[src/rtl/console_pkg.sv]
// Shared constants, control codes and FSM state type for the character console writer.
package console_pkg;

  localparam int COLS          = 80;
  localparam int ROWS          = 60;
  localparam int CHAR_W        = 7;
  localparam int ADDR_W        = 13;
  localparam int CELLS         = COLS * ROWS;       // 4800
  localparam int LAST_ROW_BASE = CELLS - COLS;      // 4720

  localparam logic [CHAR_W-1:0] CR    = 7'h0D;
  localparam logic [CHAR_W-1:0] LF    = 7'h0A;
  localparam logic [CHAR_W-1:0] BS    = 7'h08;
  localparam logic [CHAR_W-1:0] FF    = 7'h0C;
  localparam logic [CHAR_W-1:0] SPACE = 7'h20;

  typedef enum logic [2:0] {
    S_IDLE,
    S_SCR_RD,
    S_SCR_WR,
    S_SCR_CLR,
    S_CLR
  } state_t;

  // 0x20..0x7E are written to the screen; everything else is a control or ignored code.
  function automatic logic is_printable(input logic [CHAR_W-1:0] c);
    return (c >= 7'h20) && (c <= 7'h7E);
  endfunction

endpackage

[src/rtl/console_cursor.sv]
// Cursor position as (col,row) plus the matching linear RAM address, updated without a multiplier.
module console_cursor
  import console_pkg::*;
(
  input  logic              clk,
  input  logic              reset,
  input  logic              adv,
  input  logic              cr,
  input  logic              lf,
  input  logic              bs,
  input  logic              home,
  output logic [6:0]        col,
  output logic [5:0]        row,
  output logic [ADDR_W-1:0] lin,
  output logic              scroll_req
);

  localparam logic [6:0]        LAST_COL  = 7'(COLS - 1);
  localparam logic [5:0]        LAST_ROW  = 6'(ROWS - 1);
  localparam logic [ADDR_W-1:0] ROW_STEP  = 13'(COLS);
  localparam logic [ADDR_W-1:0] LAST_BASE = 13'(LAST_ROW_BASE);

  // Leaving the bottom row, by wrap or by line feed, asks the controller to scroll.
  assign scroll_req = (adv && (col == LAST_COL) && (row == LAST_ROW)) ||
                      (lf && (row == LAST_ROW));

  // Cursor registers; the controller asserts at most one command per cycle.
  always_ff @(posedge clk or posedge reset) begin
    if (reset) begin
      col <= '0;
      row <= '0;
      lin <= '0;
    end else if (home) begin
      col <= '0;
      row <= '0;
      lin <= '0;
    end else if (adv) begin
      if (col == LAST_COL) begin
        col <= '0;
        if (row == LAST_ROW) begin
          lin <= LAST_BASE;               // bottom row stays put; the scroll makes room
        end else begin
          row <= row + 6'd1;
          lin <= lin + 13'd1;             // end of row N + 1 is start of row N+1
        end
      end else begin
        col <= col + 7'd1;
        lin <= lin + 13'd1;
      end
    end else if (cr) begin
      col <= '0;
      lin <= lin - {6'd0, col};
    end else if (lf) begin
      if (row != LAST_ROW) begin
        row <= row + 6'd1;
        lin <= lin + ROW_STEP;
      end
    end else if (bs) begin
      if (col != 7'd0) begin
        col <= col - 7'd1;
        lin <= lin - 13'd1;
      end else if (row != 6'd0) begin
        col <= LAST_COL;
        row <= row - 6'd1;
        lin <= lin - 13'd1;
      end
    end
  end

endmodule

[src/rtl/char_console_ctrl.sv]
// Terminal-style writer: takes character codes over valid/ready and sequences the display RAM port.
//
// Handshake: a code is taken on a rising edge where char_valid && char_ready. char_ready is high
// only in IDLE; the source must hold char_data stable until it is taken. Printable and backspace
// writes land on the accepting edge, so codes may be taken on every cycle while idle.
module char_console_ctrl
  import console_pkg::*;
(
  input  logic              clk,
  input  logic              reset,
  input  logic              char_valid,
  input  logic [CHAR_W-1:0] char_data,
  output logic              char_ready,
  output logic              busy,
  output logic [6:0]        cursor_col,
  output logic [5:0]        cursor_row,
  output logic              ram_we,
  output logic [ADDR_W-1:0] ram_addr,
  output logic [CHAR_W-1:0] ram_wdata,
  input  logic [CHAR_W-1:0] ram_rdata,
  output state_t            dbg_state
);

  localparam logic [ADDR_W-1:0] ROW_STEP  = 13'(COLS);
  localparam logic [ADDR_W-1:0] COPY_LAST = 13'(LAST_ROW_BASE - 1);
  localparam logic [ADDR_W-1:0] CELL_LAST = 13'(CELLS - 1);
  localparam logic [ADDR_W-1:0] LAST_BASE = 13'(LAST_ROW_BASE);

  state_t              state, state_nxt;
  logic [ADDR_W-1:0]   ptr, ptr_nxt;      // copy destination / clear address
  logic [CHAR_W-1:0]   rd_latch;
  logic [ADDR_W-1:0]   lin;
  logic                accept, adv, cr, lf, bs, home, scroll_req;

  assign char_ready = (state == S_IDLE);
  assign busy       = (state != S_IDLE);
  assign dbg_state  = state;

  // Decode the accepted code into cursor commands; BS at the home cell does nothing.
  assign accept = char_ready && char_valid;
  assign adv    = accept && is_printable(char_data);
  assign cr     = accept && (char_data == CR);
  assign lf     = accept && (char_data == LF);
  assign bs     = accept && (char_data == BS) && (lin != '0);
  assign home   = accept && (char_data == FF);

  console_cursor u_cursor (
    .clk        (clk),
    .reset      (reset),
    .adv        (adv),
    .cr         (cr),
    .lf         (lf),
    .bs         (bs),
    .home       (home),
    .col        (cursor_col),
    .row        (cursor_row),
    .lin        (lin),
    .scroll_req (scroll_req)
  );

  // State, address counter and scroll read latch.
  always_ff @(posedge clk or posedge reset) begin
    if (reset) begin
      state    <= S_IDLE;
      ptr      <= '0;
      rd_latch <= '0;
    end else begin
      state <= state_nxt;
      ptr   <= ptr_nxt;
      if (state == S_SCR_RD) rd_latch <= ram_rdata;
    end
  end

  // Next state and RAM port drive; the port idles at the cursor address with writes off.
  always_comb begin
    state_nxt = state;
    ptr_nxt   = ptr;
    ram_we    = 1'b0;
    ram_addr  = lin;
    ram_wdata = '0;
    case (state)
      S_IDLE: begin
        if (adv) begin
          ram_we    = 1'b1;
          ram_wdata = char_data;
        end else if (bs) begin
          ram_we    = 1'b1;
          ram_addr  = lin - 13'd1;
          ram_wdata = SPACE;
        end
        if (home) begin
          state_nxt = S_CLR;
          ptr_nxt   = '0;
        end else if (scroll_req) begin
          state_nxt = S_SCR_RD;
          ptr_nxt   = '0;
        end
      end
      S_SCR_RD: begin
        ram_addr  = ptr + ROW_STEP;       // source cell is one row below the destination
        state_nxt = S_SCR_WR;
      end
      S_SCR_WR: begin
        ram_we    = 1'b1;
        ram_addr  = ptr;
        ram_wdata = rd_latch;
        if (ptr == COPY_LAST) begin
          ptr_nxt   = LAST_BASE;
          state_nxt = S_SCR_CLR;
        end else begin
          ptr_nxt   = ptr + 13'd1;
          state_nxt = S_SCR_RD;
        end
      end
      S_SCR_CLR, S_CLR: begin
        ram_we    = 1'b1;
        ram_addr  = ptr;
        ram_wdata = SPACE;
        if (ptr == CELL_LAST) begin
          ptr_nxt   = '0;
          state_nxt = S_IDLE;
        end else begin
          ptr_nxt = ptr + 13'd1;
        end
      end
      default: state_nxt = S_IDLE;
    endcase
  end

endmodule
[config.mk]
export PLATFORM = sky130hd
export DESIGN_NAME = char_console_ctrl
export DESIGN_NICKNAME = d
export VERILOG_FILES = /design/src/rtl/console_pkg.sv /design/src/rtl/console_cursor.sv /design/src/rtl/char_console_ctrl.sv
export SDC_FILE = /design/constraint.sdc
export NUM_CORES = 1
export LEC_CHECK = 0
export ABC_AREA = 1
export BUFFER_PORTS_ARGS = -buffer_cell sky130_fd_sc_hd__buf_2
export CORE_ASPECT_RATIO = 0.5
export CORE_MARGIN = 3
export CORE_UTILIZATION = 40
export CTS_CLUSTER_SIZE = 28
export DETAILED_ROUTE_END_ITERATION = 8
export SLEW_MARGIN = 20
export SYNTH_ARGS = -nofsm -noshare
export SYNTH_HDL_FRONTEND = slang
export SYNTH_HIERARCHICAL = 1
export SYNTH_SLANG_ARGS = --single-unit
[constraint.sdc]
create_clock -name clk -period 3.1 [get_ports clk]
set_input_delay 0.465 -clock clk [delete_from_list [all_inputs] [get_ports clk]]
set_output_delay 0.465 -clock clk [all_outputs]
set_load 0.01 [all_outputs]
==> flow_metrics.env, run 1 <==
export IMPL_status="complete, no violations"
export IMPL_async_reset_ff_share_pct=100.0
export IMPL_report_final_slew_viol_count=0
export IMPL_drc=0
export IMPL_synth_cells=929
export IMPL_clock_sinks=49
export IMPL_multiInputGateArea_um2=3729
export IMPL_final_setup_viol_count=0
export IMPL_die_x_um=172.7
export IMPL_num_vias=6061
export IMPL_htree_levels=2
export IMPL_worstSkewPairLatency_ns=0.30
export IMPL_worstPathArrival_ns=2.95
export IMPL_place_hpwl_mm=13.24
export IMPL_fin_area_um2=6223
export IMPL_synth_warnings=6
export IMPL_timing_final_crit_share_pct=89.28
export IMPL_io_pins=56
export IMPL_synth_cell_types=43
export IMPL_synth_edf_count=0
export IMPL_synthFlopType="dfrtp_1"
export IMPL_via_per_inst=5.176
export IMPL_ys_ff_latch=49
export IMPL_antenna_found_initial=0
export IMPL_wl_per_cell_um=14.50
export IMPL_clock_fmax_mhz=361.3
export IMPL_placement_io_buffers=55
export IMPL_rsz0062_at_grt="false"
export IMPL_peakVddDrop_v=0.0003191
export IMPL_seq_area_um2=1226
export IMPL_fin_nets=1023
export IMPL_crit_required_ns=3.28
export IMPL_drt_first_pass_iters=7
export IMPL_setup_tns_ns=0
export IMPL_power_density_nw_per_um2=971.0
export IMPL_cap_viol_max_count=0
export IMPL_post_synth_cell_area_avg_um2=5.983
export IMPL_p_leak_nw=3.268
export IMPL_finalWirelength_mm=16.97
export IMPL_cp_cell_sequence="nor2_4 > nand2_4 > nor2_4 > nand3_1 > clkinvlp_4 > inv_2 > nand2_1 > nor2_1 > nand2_1 > inv_1 > nand2_2 > nand3_2 > inv_2 > nand2_2 > nor2_1 > nand2_1 > nand2_1"
export IMPL_antenna_cells=0
export IMPL_worst_clock_skew_ns=0.01083
export IMPL_end_kind="flop"
export IMPL_cts_tree="done"
export IMPL_die_h_um=89.35
export IMPL_fin_util_pct=47.51
export IMPL_drive_gt1_share_pct=13.10
export IMPL_grt_usage_pct=22.30
export IMPL_startpoint_type="flop"
export IMPL_syn_area_um2=5558
export IMPL_worst_path_max_fanout=15
export IMPL_dieArea_um2=15430
export IMPL_place_area_um2=6030
export IMPL_cp_top_family="simple AND/OR/NAND/NOR gates"
export IMPL_grt_remaining_overflow=0
export IMPL_gp_congestion=0.8938
export IMPL_cts_root_buf="clkbuf_16"
export IMPL_hold_path_class="in -> async"
export IMPL_path_buf_inv=4
export IMPL_row_count=29
export IMPL_grt_pass1_wl_mm=28.34
export IMPL_grt_pass1_vias=5607
export IMPL_syn_to_final_growth_pct=11.98
export IMPL_cts_hold_buffers=0
export IMPL_crit_top_cell="nand2_1"
export IMPL_cts_setup_buffers=0
export IMPL_core_area_um2=13100
export IMPL_syn_nets=968
export IMPL_critPathSlowestCell="dfrtp_1"
export IMPL_tightest_slew_ns=0.9130
export IMPL_final_hold_violation_count=0
export IMPL_n_fill_cell=1364
export IMPL_initial_core_util_pct=42.43
export IMPL_final_antenna_net_count=0
export IMPL_slew_headroom_pct=39.06
export IMPL_numCtsBuffers=5
export IMPL_clk_pin_slew_ns=0.07
export IMPL_worstSetupPathType="reg -> reg"
export IMPL_clockBufferDepth=2
export IMPL_synth_seq_area_share_pct=22.06
export IMPL_grt_max_degree=27
export IMPL_period_needed_ns=2.768
export IMPL_drt_iter0_markers=433
export IMPL_critPathMaxStageDelay_ns=0.54
## layer usage
metal | GRT usage [%] | share of wire [%]
met5 | 0 | 0
met4 | 3.894 | 0.91
met3 | 3.138 | 5.5
met2 | 36.55 | 43
met1 | 32.00 | 51
## cell type report
cell class | count | share of cell area, %
Clock inverter | 3 | 1.045
Multi-Input combinational cell | 736 | 59.91
Inverter | 123 | 7.479
Tap cell | 186 | 3.739
Timing Repair Buffer | 69 | 6.112
Clock buffer | 5 | 2.010
Sequential cell | 49 | 19.70
## flip-flops by register name (all words and copies together), names as in the netlist
signal,flops
ptr,13
rd_latch,7
u_cursor/lin,13
u_cursor/col,7
u_cursor/row,6
dbg_state,3
## power breakdown
part / internal (mW) / leakage [nW] / total [mW] / switching (mW)
combinational: 1.43 / 2.55 / 4.08 / 2.66
sequential: 0.884 / 0.628 / 1.23 / 0.347
clock: 0.462 / 0.0938 / 0.729 / 0.267
## repair_timing
item,in CTS,in global routing
resized for setup,0,1
endpoints found under the setup margin,0,3
endpoints found under the hold margin,0,0
## worst paths after layout
check	start	end	slack (ns)	cells past startpoint
min	reset	u_cursor/row[5]	0.23	2
max reg2reg	dbg_state[2]	u_cursor/lin[10]	0.33	17
min in group clk	ram_rdata[5]	rd_latch[5]	0.36	3
max in group asynchronous	reset	ptr[10]	2.16	2
min reg2reg	rd_latch[5]	rd_latch[5]	0.49	2
max	dbg_state[2]	u_cursor/lin[10]	0.33	17
## synthesized netlist by cell type, types with 5 or more instances
cell / number / share of area [%]
ha_1: 21 / 4.7
nand3_1: 117 / 11
xor2_1: 27 / 4.3
nand2_2: 8 / 0.90
nand2_1: 302 / 20
nor2_4: 7 / 1.4
nor3_1: 8 / 0.72
a21oi_1: 20 / 1.8
nor2_2: 8 / 0.90
inv_2: 10 / 0.68
clkbuf_1: 5 / 0.34
xnor2_1: 6 / 0.95
nand3b_1: 5 / 0.68
nor2_1: 84 / 5.7
buf_6: 6 / 1.2
nand4_1: 15 / 1.7
nand3_2: 5 / 0.90
o21ai_1: 9 / 0.81
o211ai_1: 6 / 0.81
o21ai_0: 52 / 4.7
buf_2: 8 / 0.72
dfrtp_1: 49 / 22
o22ai_1: 15 / 1.7
inv_1: 113 / 7.6
## placed cells by master (no fill, tap or decap), types with 9 or more instances in the layout
master and count:
nand2_1 302, nand3_1 117, inv_1 111, nor2_1 84, buf_2 55, o21ai_0 52
dfrtp_1 49, xor2_1 27, ha_1 21, a21oi_1 20, nand4_1 15, o22ai_1 15
buf_4 14, inv_2 11, o21ai_1 9
## logic make-up after synthesis
| family | count (synthesis) | synth area share [%] |
|---|---|---|
| flip-flops | 49 | 22.06 |
| AO/OA/AOI/OAI | 111 | 11.10 |
| buffers and inverters | 144 | 10.85 |
| XOR/XNOR | 33 | 5.200 |
| AND/OR/NAND/NOR | 570 | 45.70 |
| adder cells (fa/ha/maj) | 22 | 5.088 |
## through the flow
stage / cells / hold slack [ns] / power [mW] / setup slack, ns
2_1_floorplan: 929 / 0.4491 / 4.145 / 0.8372
3_3_place_gp: 1163 / 0.4654 / 5.236 / 0.4515
3_5_place_dp: 1163 / 0.4752 / 5.272 / 0.3209
4_1_cts: 1171 / 0.3616 / 6.025 / 0.2747
5_1_grt: 1171 / 0.2759 / 6.678 / 0.02460
6_report: 1171 / 0.2276 / 6.043 / 0.3323
Power figures use the tool's default switching activity.
==> run 2, diff against run 1 <==
--- a/config.mk
+++ b/config.mk
@@ -15,5 +15,4 @@
 export SLEW_MARGIN = 20
 export SYNTH_ARGS = -nofsm -noshare
 export SYNTH_HDL_FRONTEND = slang
-export SYNTH_HIERARCHICAL = 1
 export SYNTH_SLANG_ARGS = --single-unit
==> run 2 against run 1 <==
  * Setup slack got worse by 0.086 ns
  * Highest routed layer unchanged
  * Critical endpoint is now ram_addr[4]
  * Via count decreased by 7.8%
  * Global-route usage increased by 2.1 points
==> flow_metrics.env, run 2 <==
export IMPL_final_antenna_net_count=0
export IMPL_clk_pin_slew_ns=0.07
export IMPL_report_final_slew_viol_count=0
export IMPL_period_needed_ns=2.853
export IMPL_placement_io_buffers=55
export IMPL_final_setup_viol_count=0
export IMPL_die_h_um=85.82
export IMPL_synth_area_leaders="dfrtp_1 (24%), nand2_1 (18%), nand3_1 (10%)"
export IMPL_num_vias=5586
export IMPL_worstPathArrival_ns=2.39
export IMPL_dieArea_um2=14210
export IMPL_fin_nets=913
export IMPL_async_reset_ff_share_pct=100.0
export IMPL_netlist_area_leader_share_pct=24.06
export IMPL_power_density_nw_per_um2=224.7
export IMPL_initial_core_util_pct=42.04
export IMPL_post_place_ws_ns=0.5242
export IMPL_synth_cell_types=42
export IMPL_clockBufferDepth=2
export IMPL_antenna_cells=0
export IMPL_synth_top_area_cell="dfrtp_1"
export IMPL_n_fill_cell=1344
export IMPL_top_layer="met4"
export IMPL_setup_tns_ns=0
export IMPL_cts_tree="done"
export IMPL_drive_gt1_share_pct=12.91
export IMPL_synthFlopType="dfrtp_1"
export IMPL_worst_clock_skew_ns=0.006045
export IMPL_cap_viol_max_count=0
export IMPL_status="complete, no violations"
export IMPL_worstSetupPathType="reg -> out"
export IMPL_via_per_inst=5.371
export IMPL_synth_cells=820
export IMPL_grt_remaining_overflow=0
export IMPL_synth_warnings=0
export IMPL_gp_congestion=0.9805
export IMPL_synth_seq_area_share_pct=24.06
export IMPL_ys_ff_latch=49
export IMPL_startpoint_type="flop"
export IMPL_htree_levels=2
export IMPL_antenna_found_initial=0
export IMPL_worst_path_max_fanout=8
export IMPL_cts_root_buf="clkbuf_16"
export IMPL_peakVddDrop_v=0.0001808
export IMPL_syn_area_um2=5096
export IMPL_pwr_share_comb_pct=3.6
export IMPL_clock_fmax_mhz=350.5
export IMPL_rsz0062_at_grt="false"
export IMPL_core_area_um2=12120
export IMPL_drt_iter0_markers=485
export IMPL_fin_hold_ws_ns=0.3457
export IMPL_syn_to_final_growth_pct=12.18
export IMPL_row_count=28
export IMPL_wl_met1_mm=8.616
export IMPL_synth_common_cells="nand2_1 (247), nand3_1 (102), inv_1 (89)"
export IMPL_wl_met3_mm=1.298
export IMPL_syn_nets=859
export IMPL_hold_path_class="in -> async"
export IMPL_slew_headroom_pct=53.78
export IMPL_layout_commonest_cell="nand2_1"
export IMPL_crit_required_ns=2.63
export IMPL_worst_slack_ns=0.2468
export IMPL_critPathLaunch="u_cursor.lin[10]"
export IMPL_wl_per_cell_um=16.33
export IMPL_cts_setup_buffers=0
export IMPL_p_leak_nw=2.879
export IMPL_p_sw_mw=0.3052
export IMPL_r2r_start="u_cursor.col[1]"
export IMPL_wl_met2_mm=6.922
export IMPL_drt_first_pass_iters=5
export IMPL_worstSkewPairLatency_ns=0.30
export IMPL_clock_sinks=49
export IMPL_layout_common_cells="nand2_1 (246), nand3_1 (102), inv_1 (87)"
export IMPL_end_kind="output pin"
export IMPL_synth_most_common_cell="nand2_1"
export IMPL_p_int_mw=0.9795
export IMPL_post_synth_cell_area_avg_um2=6.215
export IMPL_grt_pass1_vias=5260
export IMPL_tightest_slew_ns=0.6933
export IMPL_place_hpwl_mm=13.34
export IMPL_die_x_um=165.6
export IMPL_final_hold_violation_count=0
export IMPL_numCtsBuffers=5
export IMPL_swShare_pct=23.75
export IMPL_synth_edf_count=0
export IMPL_reg_largest_list="ptr x13, u_cursor.lin x13"
export IMPL_grt_usage_pct=24.39
export IMPL_io_pins=56
export IMPL_timing_final_crit_share_pct=92.04
export IMPL_pwr_share_seq_pct=50.3
export IMPL_drc=0
export IMPL_finalWirelength_mm=16.99
export IMPL_grt_max_degree=50
export IMPL_power_frac_clock_pct=46.1
export IMPL_grt_pass1_wl_mm=28.06
run 2: changes by cell type in the layout (fill, tap and decap cells not counted), moves of 4 or more:
cell,previous run,this run
nand4_1,15,19
o22ai_1,15,5
inv_2,11,7
a21oi_1,20,26
nor2_1,84,57
inv_1,111,87
nand2_1,302,246
xor2_1,27,32
nor3_1,8,17
o21ai_1,9,2
o21ai_0,52,66
nand3_1,117,102
run 2: power groups by stage:
stage	Clock (mW)	Sequential (mW)	Combinational (mW)
after floorplan	0	0.658	0.0241
after global placement	0	0.659	0.0462
after detailed placement	0	0.659	0.0471
after CTS	0.603	0.646	0.0471
after global routing	0.628	0.647	0.0530
final	0.593	0.646	0.0459
run 2: logic make-up (layout without fill, tap and decap cells):
logic type	after synthesis	in the layout	synth area share, %
AO/OA/AOI/OAI	118	118	12.87
buffers and inverters	120	175	9.796
flip-flops	49	49	24.06
adder cells (fa/ha/maj)	22	22	5.549
AND/OR/NAND/NOR	473	473	41.20
XOR/XNOR	38	38	6.531
run 2: metal layers:
metal | GRT usage, % | vias up
met3 | 3.867 | 13
met5 | 0 | -
met4 | 3.623 | 0
met2 | 36.80 | 178
met1 | 37.40 | 2589
li1 | - | 2806
run 2: final timing paths:
kind,to,slack (ns),depth (start not counted)
max in group asynchronous,u_cursor.lin[6],2.29,3
setup / recovery,ram_addr[4],0.25,9
hold / removal,rd_latch[1],0.35,3
min in group clk,rd_latch[4],0.36,3
setup reg to reg,u_cursor.lin[7],0.68,11
hold reg to reg,rd_latch[4],0.48,2
run 2: final cells by class:
class,count,area (um^2),area share [%]
Multi-Input combinational cell,651,3373,59.01
Sequential cell,49,1226,21.45
Timing Repair Buffer,71,395.4,6.916
Inverter,96,362.8,6.347
Tap cell,165,206.4,3.611
Clock buffer,6,138.9,2.429
Clock inverter,2,13.76,0.2408
run 2: timing repair:
action	in CTS	in global routing
endpoints found under the setup margin	0	11
hold buffers	0	0
gates resized for setup	0	2
run 2: worst max-delay path: stages (launching register included):
cell and delay [ns]:
dfrtp_1 0.49, inv_1 0.28, nand3_1 0.21, nor2_1 0.13, nand4_1 0.08, nand2_1 0.22
inv_1 0.12, o21ai_0 0.20, nand4_1 0.17, buf_2 0.18
run 2: per-stage QoR:
step / instance area [um^2] / std cells / power [mW] / util, %
2_1_floorplan: 5096 / 820 / 0.6817 / -
3_3_place_gp: 5562 / 1032 / 0.7048 / 45.88
3_5_place_dp: 5562 / 1032 / 0.7057 / 45.88
4_1_cts: 5714 / 1040 / 1.296 / 47.14
5_1_grt: 5717 / 1040 / 1.327 / 47.16
6_report: 5717 / 1040 / 1.285 / 47.16
